$ cat src/rtl/traffic_pkg.sv
// Shared phase encoding, default timing and side-index width for the intersection sequencer.
// Constants only: no latency, no backpressure.
package traffic_pkg;

    localparam int SIDE_W = 2;

    localparam logic [1:0] PH_ALLRED = 2'd0;
    localparam logic [1:0] PH_GREEN  = 2'd1;
    localparam logic [1:0] PH_ORANGE = 2'd2;

    localparam int DEF_GREEN_BUSY = 30;
    localparam int DEF_GREEN_IDLE = 10;
    localparam int DEF_GAP_T      = 5;
    localparam int DEF_ORANGE_T   = 3;
    localparam int DEF_ALLRED_T   = 1;

    function automatic logic [3:0] side_mask(input logic [SIDE_W-1:0] side);
        side_mask = 4'b0001 << side;
    endfunction

endpackage

$ cat src/rtl/rr_pick.sv
// Combinational 4-way round-robin picker: first request after 'last', wrapping back to 'last'.
// Latency: 0 (pure logic); no backpressure.
module rr_pick
    import traffic_pkg::*;
(
    input  logic [3:0]        req,
    input  logic [SIDE_W-1:0] last,
    output logic [SIDE_W-1:0] grant,
    output logic              any
);

    logic [SIDE_W-1:0] idx;

    // Walk from the farthest candidate to the nearest so the nearest request wins.
    always_comb begin
        grant = last + 2'd1;
        idx   = '0;
        for (int k = 4; k >= 1; k--) begin
            idx = last + 2'(k);
            if (req[idx]) begin
                grant = idx;
            end
        end
    end

    assign any = |req;

endmodule

$ cat src/rtl/phase_scheduler.sv
// Density-aware round-robin phase sequencer with gap-out and emergency override, stepped by a 1 Hz TICK.
// Latency: all outputs registered, 1 clk from inputs; no backpressure.
module phase_scheduler
    import traffic_pkg::*;
#(
    parameter int GREEN_BUSY = DEF_GREEN_BUSY,
    parameter int GREEN_IDLE = DEF_GREEN_IDLE,
    parameter int GAP_T      = DEF_GAP_T,
    parameter int ORANGE_T   = DEF_ORANGE_T,
    parameter int ALLRED_T   = DEF_ALLRED_T
) (
    input  logic              CLK_100MHZ,
    input  logic              RESET,
    input  logic              TICK,
    input  logic [3:0]        T,
    input  logic              EMG,
    input  logic [SIDE_W-1:0] EMG_SIDE,
    output logic [SIDE_W-1:0] SIDE,
    output logic [1:0]        PHASE,
    output logic [3:0]        RED,
    output logic [3:0]        GREEN,
    output logic [3:0]        ORANGE,
    output logic [5:0]        REMAIN,
    output logic              NEXT
);

    localparam logic [5:0] GB_R = 6'(GREEN_BUSY);
    localparam logic [5:0] GI_R = 6'(GREEN_IDLE);
    localparam logic [5:0] GP_R = 6'(GAP_T);
    localparam logic [5:0] OT_R = 6'(ORANGE_T);
    localparam logic [5:0] AT_R = 6'(ALLRED_T);

    logic [1:0]        state_q,  state_d;
    logic [SIDE_W-1:0] side_q,   side_d;
    logic [5:0]        remain_q, remain_d;
    logic [3:0]        red_q,    red_d;
    logic [3:0]        green_q,  green_d;
    logic [3:0]        orange_q, orange_d;
    logic              next_q,   next_d;

    logic [SIDE_W-1:0] rr_grant;
    logic              rr_any;
    logic [SIDE_W-1:0] pick_side;
    logic              in_green;
    logic              emg_preempt;
    logic              emg_hold;
    logic              expire;
    logic              gap_out;
    logic [3:0]        mask_d;

    rr_pick u_rr_pick (
        .req   (T),
        .last  (side_q),
        .grant (rr_grant),
        .any   (rr_any)
    );

    assign in_green    = (state_q == PH_GREEN);
    assign emg_preempt = in_green && EMG && (EMG_SIDE != side_q);
    assign emg_hold    = in_green && EMG && (EMG_SIDE == side_q);
    assign expire      = TICK && (remain_q == 6'd1);
    assign gap_out     = in_green && !T[side_q]
                         && ((T & ~side_mask(side_q)) != 4'b0000)
                         && (remain_q > GP_R);
    assign pick_side   = EMG ? EMG_SIDE : (rr_any ? rr_grant : side_q + 2'd1);

    always_comb begin
        state_d  = state_q;
        side_d   = side_q;
        remain_d = remain_q;
        next_d   = 1'b0;
        if (emg_preempt) begin
            state_d  = PH_ORANGE;
            remain_d = OT_R;
        end else if (emg_hold) begin
            remain_d = remain_q;
        end else if (expire) begin
            case (state_q)
                PH_ALLRED: begin
                    state_d  = PH_GREEN;
                    side_d   = pick_side;
                    remain_d = T[pick_side] ? GB_R : GI_R;
                    next_d   = 1'b1;
                end
                PH_GREEN: begin
                    state_d  = PH_ORANGE;
                    remain_d = OT_R;
                end
                default: begin
                    state_d  = PH_ALLRED;
                    remain_d = AT_R;
                end
            endcase
        end else if (gap_out) begin
            remain_d = GP_R;
        end else if (TICK) begin
            remain_d = remain_q - 6'd1;
        end
    end

    // Lamps decode from the next state so they switch on the same edge as the phase.
    always_comb begin
        mask_d   = side_mask(side_d);
        red_d    = (state_d == PH_ALLRED) ? 4'b1111 : ~mask_d;
        green_d  = (state_d == PH_GREEN)  ? mask_d  : 4'b0000;
        orange_d = (state_d == PH_ORANGE) ? mask_d  : 4'b0000;
    end

    always_ff @(posedge CLK_100MHZ) begin
        if (RESET) begin
            state_q  <= PH_ALLRED;
            side_q   <= 2'd3;
            remain_q <= AT_R;
            red_q    <= 4'b1111;
            green_q  <= 4'b0000;
            orange_q <= 4'b0000;
            next_q   <= 1'b0;
        end else begin
            state_q  <= state_d;
            side_q   <= side_d;
            remain_q <= remain_d;
            red_q    <= red_d;
            green_q  <= green_d;
            orange_q <= orange_d;
            next_q   <= next_d;
        end
    end

    assign SIDE   = side_q;
    assign PHASE  = state_q;
    assign RED    = red_q;
    assign GREEN  = green_q;
    assign ORANGE = orange_q;
    assign REMAIN = remain_q;
    assign NEXT   = next_q;

endmodule

$ cat config.mk
export PLATFORM = sky130hd
export DESIGN_NAME = phase_scheduler
export DESIGN_NICKNAME = d
export VERILOG_FILES = /design/src/rtl/traffic_pkg.sv /design/src/rtl/rr_pick.sv /design/src/rtl/phase_scheduler.sv
export SDC_FILE = /design/constraint.sdc
export NUM_CORES = 1
export LEC_CHECK = 0
export CAP_MARGIN = 20
export CORE_UTILIZATION = 53
export DETAILED_ROUTE_END_ITERATION = 7
export PLACE_DENSITY = 0.95
export SETUP_SLACK_MARGIN = 0.4
export SLEW_MARGIN = 10
export SYNTH_ARGS = -nofsm -noshare
export SYNTH_HDL_FRONTEND = slang
export SYNTH_SLANG_ARGS = --single-unit
$ cat constraint.sdc
create_clock -name CLK_100MHZ -period 4.6 [get_ports CLK_100MHZ]
set_input_delay 1.38 -clock CLK_100MHZ [delete_from_list [all_inputs] [get_ports CLK_100MHZ]]
set_output_delay 1.38 -clock CLK_100MHZ [all_outputs]
set_load 0.01 [all_outputs]
-- Yosys cells after proc, flatten, opt, wreduce, memory -nomap -nowiden
Index checks and enable logic that the tools add are counted.
Widths: inputs -> output; s select.
- register bits after elaboration: 23
- bits of input ports: 10
- output and inout bits: 23
- word-level logic and storage cells: 87
- $add $sub $neg: 4
- $lt $le $gt $ge: 6
- equal/unequal tests: 7
- shift operators: 2
- muxes and demuxes: 32
- bitwise operators: 7
- reductions and logical operators: 21
- operators by type and width (kind ; count):
    $mux 2 ; 15
    $mux 6 ; 3
    $lt 2x3->1 const B ; 5
    $bmux 1 s2 ; 5
    $pmux 5 s2 ; 1
    $not 4->4 ; 2
    $reduce_bool 4->1 ; 2
    $reduce_or 2->1 ; 4
    $reduce_or 4->1 ; 2
    $shl 1x2->4 const A ; 2
    $logic_and 1x1->1 ; 7
    $eq 6x1->1 const B ; 1
    $gt 6x3->1 const B ; 1
    $mux 1 ; 6
    $sub 6x1->6 const B ; 1
    $mux 5 ; 1
    $add 2x2->2 const B ; 2
    $and 4x4->4 ; 1
    $eq 2x1->1 const B ; 2
    $logic_not 2->1 ; 2
    $not 1->1 ; 4
    $pmux 2 s2 ; 1
    $reduce_and 2->1 ; 2
    $reduce_bool 3->1 ; 1
    6 further kinds ; 6

-- Longest topological paths before layout
Gate-level depths: netlist of run 1.
- depth in word-level cells: 15
- mapped depth: 10
- mapped depth without buffers: 8

-- By module
From an unflattened synthesis of run 1, not the netlist that was laid out.
- cells, all modules: 158
- area, all modules: 1378.8 um2
- by module, submodules not included (module ; times used ; cells each ; area each (um2) ; sequential area each (um2)):
    phase_scheduler ; 1 ; 140 ; 1263.7 ; 460.4
    rr_pick ; 1 ; 18 ; 115.1 ; 0.0

-- Worst setup path after synthesis of run 1
Ideal clock, no wire load.
- path type: in2reg
- start point: in T[1]
- end point: reg remain_q[2], in the netlist REMAIN[2]
- library setup time: 0.073 ns
- arrival: 3.201 ns
- required time: 4.527 ns
- setup slack: 1.326 ns
- stages on the path: 7
- buffers on the path: 1
- cell sequence: buf_6 -> mux4_2 -> nand2b_4 -> a2111oi_2 -> nand4b_4 -> mux4_2 -> o22ai_2
- longest elaborated chain between the ends: 13
- elaborated cells on any way between the ends: 29
- classes of those cells: mux (20); bitwise (1); reduce/logical (8)
- ends and longest elaborated chain (what ; line ; source):
    start: declaration ; phase_scheduler.sv:15 ; input logic [3:0] T,
    $bmux 1 s2 ; rr_pick.sv:20, phase_scheduler.sv:62 ;
    $mux 1 (not written as such) ; rr_pick.sv:20, phase_scheduler.sv:62 ;
    $mux 2 (4 in series) ; rr_pick.sv:20 ; if (req[idx]) begin
    $mux 2 (2 in series) ; phase_scheduler.sv:65 ; assign pick_side = EMG ? EMG_SIDE : (rr_any ? rr_grant : side_q + 2'd1);
    $bmux 1 s2 ; phase_scheduler.sv:82 ; remain_d = T[pick_side] ? GB_R : GI_R;
    $mux 1 (not written as such) ; phase_scheduler.sv:82 ;
    $mux 5 ; phase_scheduler.sv:82 ;
    $pmux 5 s2 ; phase_scheduler.sv:78 ; case (state_q)
    $mux 6 ; phase_scheduler.sv:77 ; end else if (expire) begin
    end signal: assignment ; phase_scheduler.sv:121 ; remain_q <= remain_d;
    end: declaration ; phase_scheduler.sv:35 ; logic [5:0] remain_q, remain_d;
Several ways; a longest one is shown, not always the timed one. The select of a mux whose other input is x is not followed.
A chain may end at the register's enable or synchronous reset.

-- Worst setup path in the final report of run 1
- start point: in TICK
- end point: reg red_q[2], in the netlist RED[2]
- longest elaborated chain between the ends: 6
- elaborated cells on any way between the ends: 11
- classes of those cells: shift (1); mux (6); bitwise (1); reduce/logical (3)
- ends and longest elaborated chain (what ; line ; source):
    start: declaration ; phase_scheduler.sv:14 ; input logic TICK,
    $logic_and 1x1->1 * ; phase_scheduler.sv:61 ; assign expire = TICK && (remain_q == 6'd1);
    $mux 2 ; phase_scheduler.sv:77 ;
    $mux 2 ; phase_scheduler.sv:75 ; end else if (emg_hold) begin
    $mux 2 ; phase_scheduler.sv:72 ; if (emg_preempt) begin
    $logic_not 2->1 or $shl 1x2->4 (tied branches) ; phase_scheduler.sv:104, traffic_pkg.sv:18 ;
    $reduce_or 2->1 (no source line) or $not 4->4 (tied branches) ; - ;
    end signal: assignment ; phase_scheduler.sv:122 ; red_q <= red_d;
    end: declaration ; phase_scheduler.sv:36 ; logic [3:0] red_q, red_d;
Every way passes the cells marked *; elsewhere a longest branch is shown, timed or not.

==> results of run 1 <==
-- path summary, 6_finish.rpt --
path	to	from	cells past startpoint	slack [ps]
worst min-delay path	REMAIN[1]$_SDFFE_PP0P_	REMAIN[1]$_SDFFE_PP0P_	2	590
worst max register to register	REMAIN[2]$_SDFFE_PP0P_	SIDE[1]$_SDFF_PP1_	8	1660
worst min register to register	REMAIN[1]$_SDFFE_PP0P_	REMAIN[1]$_SDFFE_PP0P_	2	590
worst max-delay path	RED[2]$_SDFF_PP1_	TICK	6	990
-- area by class of cell --
type | instances | area (um2) | share of cell area [%]
clock buffer | 3 | 22.5 | 1.25
clock inverter | 1 | 7.51 | 0.418
inverter | 10 | 37.5 | 2.09
multi-input combinational | 126 | 903 | 50.3
sequential | 23 | 460 | 25.6
tap | 30 | 37.5 | 2.09
timing repair buffer | 33 | 328 | 18.2
-- cell usage in the layout (no fill, tap or decap), types with 5 or more instances in the layout --
cell,count
mux2i_1,5
nor3_1,14
clkdlybuf4s50_1,32
nor2b_1,7
o21ai_0,9
inv_1,10
ha_1,6
nor2_1,8
a21oi_1,7
nand2b_1,6
nand2_1,11
nand3_1,8
dfxtp_1,23
-- per-stage QoR --
| stage | setup slack (ps) | total power (uW) |
|---|---|---|
| after floorplan | 1330 | 691 |
| after global placement | 828 | 855 |
| after detailed placement | 725 | 888 |
| after CTS | 1080 | 988 |
| after global routing | 867 | 1060 |
| final | 985 | 993 |
-- per-layer routing --
layer	GRT usage, %	vias to the layer above
li1	-	677
met1	32.6	695
met2	53.0	73
met3	6.67	7
met4	8.12	0
met5	0	-
-- power breakdown --
group / switching [uW] / internal (uW) / total (uW)
registers: 52.0 / 248 / 300
logic: 323 / 270 / 593
clock network: 67.9 / 33.3 / 101
total: 443 / 550 / 993
-- cells in the mapped netlist (2+ instances only) --
cell type and number:
dfxtp_1 23, nor3_1 14, nand2_1 11, inv_1 10, o21ai_0 9, nand3_1 8, nor2_1 8, a21oi_1 7
nor2b_1 7, ha_1 6, nand2b_1 6, mux2i_1 5, a22oi_1 3, clkbuf_1 3, mux2_2 3, mux4_2 3
nor4_1 3, o211ai_1 3, a21boi_0 2, buf_2 2, buf_6 2, o22ai_1 2, xnor2_1 2
-- state kept, by name (all words and copies together) (netlist names) --
signal  count
GREEN       4
NEXT        1
ORANGE      4
PHASE       2
RED         4
REMAIN      6
SIDE        2
-- worst register-to-register path, delay by kind of cell (launching register included) --
family | cells | cell delay [ps]
simple gates | 2 | 370
flops | 1 | 610
compound gates | 2 | 450
mux | 2 | 840
buf+inv | 1 | 180
fa+ha+maj | 1 | 430
-- logic make-up (layout without fill, tap and decap cells) --
group | Yosys count | in the layout | synth area share (%)
multiplexers | 11 | 11 | 10.4
AO/OA/AOI/OAI | 40 | 40 | 19.3
flip-flops | 23 | 23 | 31.8
adder cells (fa/ha/maj) | 6 | 6 | 5.18
XOR/XNOR | 2 | 2 | 1.21
buffers and inverters | 18 | 47 | 5.87
AND/OR/NAND/NOR | 67 | 67 | 26.2
==> impl_metrics.tcl, run 1 <==
set metrics [dict create \
    fin_setup_tns_ps 0 \
    outcome "finished, final reports clean" \
    drtIter0Drc 53 \
    synth_area_um2 1450 \
    syn_nets 183 \
    port_buffers 32 \
    met2_length_um 1920 \
    design.die.area_um2 2950 \
    setup_violations 0 \
    crit_required_ps 4790 \
    drive_above_1_share_pct 8.67 \
    drt_wl_total_um 3720 \
    cts_tree "done" \
    synth_seq_area_share_pct 31.8 \
    cts_resized 0 \
    synth_area_leaders "dfxtp_1 32%, ha_1 5.2%, nor3_1 4.8%, mux4_2 4.7%, mux2i_1 3.5%" \
    die_x_um 54.3 \
    syn2layout_area_growth_pct 24.0 \
    rsz0062_at_grt "no" \
    synthArstFlopShare_pct 0 \
    synth_top_area_cell "dfxtp_1" \
    ctsHoldBuffers 0 \
    routed.top_layer "met4" \
    drc_errors 0 \
    min_period_ps 3610 \
    grt_max_degree 18 \
    die_h_um 54.3 \
    path_buf_inv 1 \
    cpLargestDelayFamily "simple AND/OR/NAND/NOR gates" \
    core-area_um2 2520 \
    place_hpwl_um 2850 \
    drv_cap 0 \
    first_global_vias 1404 \
    met1_length_um 1480 \
    overflow 0 \
    ios 33 \
    max-vdd-ir-drop_v 0.000383 \
    synth_cell_types 48 \
    path_clk_slew_ps 140 \
    relSlewSlack_pct 54.6 \
    crit_top_cell "nand3_1" \
    worstSetupPathType "in -> reg" \
    instances_no_fill 226 \
    worstMarginPinSlew_ps 677 \
    final_area_um2 1800 \
    cp.arrival_ps 3810 \
    synth.avg_cell_area_um2 8.68 \
    post_cts_buffers 0 \
    fin_nets 213 \
    post_drt_via_cell_ratio 6.42 \
    final.fill_count 202 \
    gp_congestion 0.871 \
    place_inst 222 \
    finalHoldViolations 0 \
    htreeDepth 1 \
    synthFlopType "dfxtp_1" \
    start_util_pct 57.4 \
    path_cells "clkdlybuf4s50_1 > nor2b_1 > nand3_1 > nor3_2 > mux2i_1 > nand3_1" \
    fmax_mhz 277 \
    antenna_found_initial 0 \
    routedWlPerCell_um 16.4 \
    firstDrtPassIters 5 \
    final.period_utilization_pct 78.6 \
    max_stage_delay_ps 630 \
    hp-class "reg -> reg" \
    worst-path-max-fanout 7 \
    synth_top_area_share_pct 31.8 \
    grt_pass1_wl_um 6070 \
    final_util_pct 71.2 \
    end_kind "flop" \
    via_count 1452 \
    cts_sinks 23 \
    synthCells 167 \
    met3_wirelength_um 274 \
    powerDensity_nw_per_um2 553 \
    slowest_stage "mux2i_1" \
    cts_buffers 3 \
    ys_seq_elements 23 \
    hold_ws_ps 593 \
    fin_skew_ps 3.22 \
    diodes 0 \
    max-clock-path-buffers 2 \
    total_leakage_power_uw 0.000712 \
    clkLatencyLatePin_ps 320 \
    postRouteAntennaNets 0 \
    placed_cell_area_um2 1770 \
    slew_viol_final 0 \
    num_rows 18 \
    ys.warnings.count 0 \
    cp-start-kind "input pin" \
    grt_use_total_pct 28.8 \
    synth_edf_count 0 \
    cts_root_buf "clkbuf_4" \
]
Power figures use the tool's default switching activity.
==> run 2, diff against run 1 <==
--- a/config.mk
+++ b/config.mk
@@ -6,9 +6,9 @@
 export NUM_CORES = 1
 export LEC_CHECK = 0
 export CAP_MARGIN = 20
-export CORE_UTILIZATION = 53
+export CORE_UTILIZATION = 50
 export DETAILED_ROUTE_END_ITERATION = 7
-export PLACE_DENSITY = 0.95
+export PLACE_DENSITY = 0.91
 export SETUP_SLACK_MARGIN = 0.4
 export SLEW_MARGIN = 10
 export SYNTH_ARGS = -nofsm -noshare
==> constraint.sdc (replaced) <==
create_clock -name CLK_100MHZ -period 3.7 [get_ports CLK_100MHZ]
set_input_delay 1.11 -clock CLK_100MHZ [delete_from_list [all_inputs] [get_ports CLK_100MHZ]]
set_output_delay 1.11 -clock CLK_100MHZ [all_outputs]
set_load 0.01 [all_outputs]
==> run 2 against run 1 <==
  * Total power up 26%
  * Die area up 5.8%
  * Sequential share of layout area down 0.81 points
  * Combinational power up 29%
  * Routed wire length shrank 0.24%
  * Sequential power is 24% higher
  * Critical endpoint is now REMAIN[4]$_SDFFE_PP0P_
  * Largest power group unchanged
  * Highest routed layer unchanged
==> impl_metrics.tcl, run 2 (synthesis gave the netlist of run 1 again) <==
set metrics [dict create \
    setup_violations 0 \
    finalHoldViolations 0 \
    postRouteAntennaNets 0 \
    placed_cell_area_um2 1820 \
    place_hpwl_um 2830 \
    first_global_vias 1408 \
    hp-start "REMAIN[3]$_SDFFE_PP0P_" \
    grt_pass1_wl_um 6590 \
    die_x_um 55.8 \
    htreeDepth 1 \
    start_util_pct 52.5 \
    drt_wl_total_um 3710 \
    diodes 0 \
    fin_setup_tns_ps 0 \
    max_stage_delay_ps 520 \
    r2r_cells 8 \
    worstSetupPathType "in -> reg" \
    worstMarginPinSlew_ps 521 \
    cts_buffers 3 \
    total_leakage_power_uw 0.000761 \
    drtIter0Drc 82 \
    max-vdd-ir-drop_v 0.000612 \
    place_inst 230 \
    num_rows 19 \
    drc_errors 0 \
    overflow 0 \
    ios 33 \
    cp-start-kind "input pin" \
    rsz0062_at_grt "no" \
    fin_nets 220 \
    cts_root_buf "clkbuf_4" \
    port_buffers 32 \
    post_drt_via_cell_ratio 6.20 \
    design.die.area_um2 3120 \
    hold_path_depth 2 \
    rr_startpoint "SIDE[1]$_SDFF_PP1_" \
    drive_above_1_share_pct 12.3 \
    max-clock-path-buffers 2 \
    r2r_end "REMAIN[4]$_SDFFE_PP0P_" \
    cpLargestDelayFamily "multiplexers" \
    worst-path-max-fanout 3 \
    final_common_cell "clkdlybuf4s50_1" \
    cts_sinks 23 \
    instances_no_fill 234 \
    core-area_um2 2760 \
    layout_common_cells "31 x clkdlybuf4s50_1, 23 x dfxtp_1, 13 x nor3_1, 11 x nand2_1, 10 x inv_1" \
    crit_top_cell "mux4_2" \
    min_period_ps 3100 \
    firstDrtPassIters 6 \
    final_area_um2 1860 \
    outcome "finished, final reports clean" \
    relSlewSlack_pct 64.9 \
    drv_cap 0 \
    die_h_um 55.8 \
    powerDensity_nw_per_um2 675 \
    crit_required_ps 3950 \
    r2r_slack_ps 740 \
    syn2layout_area_growth_pct 28.1 \
    slowest_stage "mux4_2" \
    end_kind "flop" \
    antenna_found_initial 0 \
    grt_use_total_pct 26.3 \
    fin_skew_ps 1.59 \
    min_to "REMAIN[3]$_SDFFE_PP0P_" \
    clkLatencyLatePin_ps 310 \
    slew_viol_final 0 \
    hp-class "reg -> reg" \
    path_clk_slew_ps 130 \
    path_cells "clkdlybuf4s50_1 > mux4_2 > nand2b_4 > a2111oi_2 > nand4b_4 > mux4_2 > o22ai_1" \
    fmax_mhz 323 \
    routedWlPerCell_um 15.8 \
    final.period_utilization_pct 83.8 \
    cts_tree "done" \
    cp.arrival_ps 3350 \
    gp_congestion 0.942 \
    path_buf_inv 1 \
    via_count 1450 \
    grt_max_degree 18 \
    largest_reg_flops 6 \
]
run 2: changes by cell type in the layout (fill, tap and decap cells not counted), sizes merged:
cell and delta:
clkinv +1, dlymetal6s2s +1, clkinvlp -1, clkdlybuf4s50 -1, buf +7
run 2: where the power goes:
| group | leakage (uW) | switching, uW | total [uW] | internal [uW] |
|---|---|---|---|---|
| clock | 0.0000177 | 77.3 | 118 | 40.4 |
| sequential | 0.000188 | 62.7 | 371 | 308 |
| combinational | 0.000556 | 405 | 765 | 360 |
| total | 0.000761 | 545 | 1250 | 709 |
run 2: area by class of cell:
cell class	count	area, um2
clock inverter	1	5.00
inverter	10	37.5
fill	212	902
sequential	23	460
timing repair buffer	40	383
tap	31	38.8
multi-input combinational	126	908
clock buffer	3	22.5
run 2: timing repair:
item / CTS / global route
resized for setup: 0 / 2
setup buffers: 0 / 0
hold buffers: 0 / 0
setup endpoints to repair: 0 / 4
run 2: how the worst max path moves through the flow:
stage,slack (ps),endpoint,depth (start not counted),start
after floorplan,700,REMAIN[2]$_SDFFE_PP0P_,7,T[1]
after global placement,250,REMAIN[2]$_SDFFE_PP0P_,7,T[0]
after detailed placement,160,REMAIN[4]$_SDFFE_PP0P_,7,T[0]
after CTS,500,REMAIN[2]$_SDFFE_PP0P_,7,T[0]
after global routing,430,REMAIN[0]$_SDFFE_PP1P_,8,T[1]
final,600,REMAIN[4]$_SDFFE_PP0P_,7,T[1]
run 2: routing by layer:
metal  GRT usage [%]  vias up  share of wire, %
met5               0        -                 0
met4            8.36        0              0.73
met3            6.05        4               8.0
met2            43.5       73                49
met1            34.2      693                42
li1                -      680                 -
run 2: metrics by stage:
| stage | setup slack, ps | util (%) | total power, uW | hold WS (ps) |
|---|---|---|---|---|
| floorplan | 696 | - | 859 | 555 |
| CTS | 497 | 67.0 | 1250 | 570 |
| global route | 432 | 67.3 | 1360 | 592 |
| global placement | 248 | 66.0 | 1090 | 544 |
| detailed placement | 165 | 66.0 | 1130 | 553 |
| finish | 600 | 67.3 | 1250 | 570 |
run 2: worst register-to-register path: stages, from the launching register on:
cell and delay (ps):
dfxtp_1 630, inv_1 180, ha_1 420, mux4_2 320, nand2b_4 160, a2111oi_2 300, nand4b_4 210, mux4_2 520
o22ai_1 140
